File: config.mk
export PLATFORM = sky130hd
export DESIGN_NAME = aes_byte_loader
export DESIGN_NICKNAME = d
export VERILOG_FILES = /design/src/rtl/aes_byte_loader.sv
export SDC_FILE = /design/constraint.sdc
export NUM_CORES = 1
export LEC_CHECK = 0
export BUFFER_PORTS_ARGS = -buffer_cell sky130_fd_sc_hd__buf_2
export CAP_MARGIN = 20
export CORE_MARGIN = 8
export CORE_UTILIZATION = 48
export DETAILED_ROUTE_END_ITERATION = 12
export PLACE_DENSITY = 0.76
export REMOVE_ABC_BUFFERS = 1
export SKIP_CTS_REPAIR_TIMING = 1
export SKIP_LAST_GASP = 1
export SYNTH_ARGS = -nofsm -noshare
export SYNTH_HDL_FRONTEND = slang
export SYNTH_SLANG_ARGS = --single-unit
File: constraint.sdc
create_clock -name clk -period 1.96 [get_ports clk]
set_input_delay 0 -clock clk [delete_from_list [all_inputs] [get_ports clk]]
set_output_delay 0 -clock clk [all_outputs]
set_load 0.01 [all_outputs]
File: src/rtl/aes_byte_loader.sv
// Byte-serial front end for the mainAES core: gathers 16 plaintext and 16 key
// bytes, waits a fixed latency for the core, then streams the ciphertext back out.
module aes_byte_loader #(
  parameter int unsigned WAIT_CYCLES = 12
) (
  input  logic         clk,
  input  logic         rst_n,
  input  logic         in_valid,
  input  logic [7:0]   in_data,
  output logic         in_ready,
  output logic [127:0] aes_input,
  output logic [127:0] aes_key,
  output logic         aes_start,
  input  logic [127:0] aes_output,
  output logic         out_valid,
  output logic [7:0]   out_data,
  output logic         out_last,
  input  logic         out_ready,
  output logic         busy
);

  // state      | meaning
  // IDLE       | one-cycle gap between transactions
  // LOAD_DATA  | shifting in plaintext bytes
  // LOAD_KEY   | shifting in key bytes
  // WAIT       | core computing; operands held stable
  // SEND       | streaming ciphertext bytes out
  localparam logic [2:0] ST_IDLE      = 3'd0;
  localparam logic [2:0] ST_LOAD_DATA = 3'd1;
  localparam logic [2:0] ST_LOAD_KEY  = 3'd2;
  localparam logic [2:0] ST_WAIT      = 3'd3;
  localparam logic [2:0] ST_SEND      = 3'd4;

  localparam logic [7:0] WAIT_LOAD = 8'(WAIT_CYCLES - 1);

  logic [2:0]   state;
  logic [3:0]   byte_cnt;
  logic [7:0]   wait_cnt;
  logic [127:0] result;
  logic         in_acc;
  logic         out_acc;

  assign in_ready  = (state == ST_LOAD_DATA) || (state == ST_LOAD_KEY);
  assign out_valid = (state == ST_SEND);
  assign out_last  = out_valid && (byte_cnt == 4'd15);
  assign out_data  = result[127:120];
  assign busy      = (state != ST_IDLE);
  assign in_acc    = in_valid && in_ready;
  assign out_acc   = out_valid && out_ready;

  always_ff @(posedge clk or negedge rst_n) begin
    if (!rst_n) begin
      state     <= ST_IDLE;
      byte_cnt  <= 4'd0;
      wait_cnt  <= 8'd0;
      aes_input <= 128'h0;
      aes_key   <= 128'h0;
      result    <= 128'h0;
      aes_start <= 1'b0;
    end else begin
      aes_start <= 1'b0;
      case (state)
        ST_IDLE: begin
          state <= ST_LOAD_DATA;
        end
        ST_LOAD_DATA: begin
          if (in_acc) begin
            aes_input <= {aes_input[119:0], in_data};
            byte_cnt  <= byte_cnt + 4'd1;
            if (byte_cnt == 4'd15) state <= ST_LOAD_KEY;
          end
        end
        ST_LOAD_KEY: begin
          if (in_acc) begin
            aes_key  <= {aes_key[119:0], in_data};
            byte_cnt <= byte_cnt + 4'd1;
            if (byte_cnt == 4'd15) begin
              state     <= ST_WAIT;
              wait_cnt  <= WAIT_LOAD;
              aes_start <= 1'b1;
            end
          end
        end
        ST_WAIT: begin
          // Capture in the last WAIT cycle so WAIT lasts exactly WAIT_CYCLES cycles.
          if (wait_cnt == 8'd0) begin
            result <= aes_output;
            state  <= ST_SEND;
          end else begin
            wait_cnt <= wait_cnt - 8'd1;
          end
        end
        ST_SEND: begin
          if (out_acc) begin
            result   <= {result[119:0], 8'h00};
            byte_cnt <= byte_cnt + 4'd1;
            if (byte_cnt == 4'd15) state <= ST_IDLE;
          end
        end
        default: begin
          state    <= ST_IDLE;
          byte_cnt <= 4'd0;
        end
      endcase
    end
  end

endmodule

==> metrics <==
status completed; Psw 0.00676 W; Max-cap violations 0; setup ws final 0.0302 ns; grt met2 use 32.9%; Worst Hold Class input pin to async pin; Compound-Gate Fraction of Synth Area 4.87%; gr usage total 20.1%; synthesized flop and latch total 400; area grow syn2layout 33.9%; M1 GR Usage 24.0%; type of the worst setup path flop to flop; power share of the clock group 32.3%; area share of fa/ha/maj cells after synthesis 0.231%; drt pass-1 iters 5; Slew Viols, Final 0; Avg Cell Area, Syn 13.5 sq um; CTS H-Tree Depth 2; multiplexer share of the synthesized area 25.4%; Vias 11700; Distinct cells, synth 39; Port-buffer cells 408; first-pass GRT wire length 63.3 mm; Placer Congestion 0.814; ys flop type dfrtp_1; WL final 45.9 mm; Peak VDD IR 1.33 mV; Residual DRC 0; core area 33400 sq um; Initial Util 48.5%; Final Cycle Share 98.5%; CP Capture Type flop; normalized max-slew margin 61.4%; clock root buffer clkbuf_16; Flop pwr share 46.0%; most frequent cells in the layout buf_2 (407), dfrtp_1 (399), mux2_2 (257), nand2_1 (145), dlygate4sd3_1 (139); post-synthesis xor/xnor area fraction 0.162%; final setup fails 0; Die Span Y 200 microns; Period minus WS final 1.93 ns; Ys Warns 0; Net Sw Frac 28.9%; layout cells sized above 1 43.6%; CTS tree built; post-DR wirelength/cell 20.5 microns; Pint 0.0166 W; CP max-delay cell dfrtp_1; largest family of logic cells by synthesized area multiplexers; Most Crowded Layer GR met2; Seq/Total Area, Yosys 61.7%; area share of and/or/nand/nor cells after synthesis 4.72%; Peak Freq 518 MHz; IO Count 409; Crit path largest cell delay 0.41 ns; LEAKAGE 10.6 nW; DR iter-0 viols 621; critical path startpoint category flop; Crit path buffers/inverters 3; Die X 200 microns; EDFF count, synth 0; Post-synth ARST share 100%; pwr/cell area 1080 nW/um^2; worst skew pair latency 0.52 ns; pre-CTS WS 0.0514 ns; CP required 2.35 ns; total negative slack 0 ns; Syn Inst Count 1202; largest net degree at the start of global routing 69; vias in the first global route 11300; CTS buffer count 42; Die ar. 39900 sq um; HPWL after DPL 30.0 mm; clock-pin slew on the worst setup and hold paths 0.06 ns; Gate power share 21.7%; DR vias/cell 5.21; Worst-Margin Slew 0.579 ns; met3 GRT Util 9.22%; Rows 67; most common cell after layout, fill and taps aside buf_2; Final nets 1902; Core Util, Final 65.0%; synthesized area 16200 sq um; initial antenna violation count 0; Top delay family on crit path buffers and inverters; Ant. Diodes 0; Final ANT Viol Nets 0; clock sink count 400; crit path cell chain inv_1, ha_1, nor3b_4, a32oi_4, buf_12, buf_4, nand2_1, o21ai_0; CTS max path bufs 3; Final Hold Vio Count 0; final clock skew 0.0176 ns; critical path arrival 2.32 ns; worst-path maximum fanout 35; Remaining Overflow, GRT 0
flip-flops by register name, indices dropped and copies added, names as in the netlist:
register,flops
aes_input,128
aes_key,128
result,128
wait_cnt,8
byte_cnt,4
state,3
aes_start,1
final cells by class:
cell class | instances | area (sq um)
clock inverters | 10 | 88.8
multi-input cells | 715 | 5770
well taps | 448 | 561
repair buffers | 594 | 4060
flip-flops and latches | 400 | 10000
inverters | 6 | 35.0
fillers | 2343 | 11700
clock buffers | 63 | 1210
stage by stage:
step | area [sq um] | power (W) | cells | hold WS [ns]
after floorplan | 15800 | 0.0131 | 1121 | -0.296
after global placement | 19000 | 0.0155 | 2022 | -0.000536
after detailed placement | 19000 | 0.0157 | 2022 | 0.00260
after CTS | 20300 | 0.0234 | 2095 | -0.559
after global routing | 21700 | 0.0245 | 2236 | 0.0685
final | 21700 | 0.0234 | 2236 | 0.0395
routing by layer:
layer | vias up | part of all wire (%)
met1 | 5725 | 37
met3 | 107 | 12
met4 | 0 | 2.9
met2 | 524 | 48
met5 | - | 0
li1 | 5300 | -
cell usage after synthesis (2+ instances only):
cell,instances,area [sq um]
nor3_1,4,20.0
dfrtp_1,400,10000
nand3_1,3,15.0
o21ai_1,40,200
nor2_1,8,30.0
nand2_1,145,544
xor2_1,2,17.5
mux2_2,257,2890
o21ai_0,94,470
or3_1,2,12.5
o21bai_1,2,15.0
buf_2,51,255
a21oi_1,7,35.0
ha_1,3,37.5
buf_4,10,75.1
and4bb_2,2,25.0
and2_1,2,12.5
nand2b_1,4,25.0
o21a_1,2,15.0
buf_6,6,67.6
inv_1,5,18.8
mux2i_1,123,1230
clkbuf_1,14,52.6
worst register-to-register path: stages, from the launching register on:
cell and delay, ns:
dfrtp_1 0.41, inv_1 0.09, ha_1 0.20, nor3b_4 0.17, a32oi_4 0.26, buf_12 0.23
buf_4 0.24, nand2_1 0.09, o21ai_0 0.13
cells by family (layout without fill, tap and decap cells):
logic type,Yosys count,in the layout
flip-flops,400,400
multiplexers,380,380
AND/OR/NAND/NOR,178,178
AO/OA/AOI/OAI,151,151
buffers and inverters,87,673
adder cells (fa/ha/maj),3,3
XOR/XNOR,3,3
power by group through the flow:
stage	registers, W	logic [W]	clock network [W]
after global placement	0.0107	0.00476	0
after CTS	0.0108	0.00490	0.00771
after detailed placement	0.0109	0.00485	0
after floorplan	0.0113	0.00183	0
after global routing	0.0110	0.00547	0.00806
final	0.0108	0.00508	0.00755
path summary, 6_finish.rpt:
check                             from       endpoint  cells past startpoint  slack [ns]
setup / recovery           wait_cnt[0]    result[127]                      8        0.03
max in group asynchronous        rst_n  aes_input[61]                      3        1.13
min in group clk            in_data[3]     aes_key[3]                      3        0.26
hold / removal                   rst_n    result[104]                      2        0.04
hold reg to reg             result[46]     result[46]                      2        0.48
setup reg to reg           wait_cnt[0]    result[127]                      8        0.03
Power figures use the tool's default switching activity.
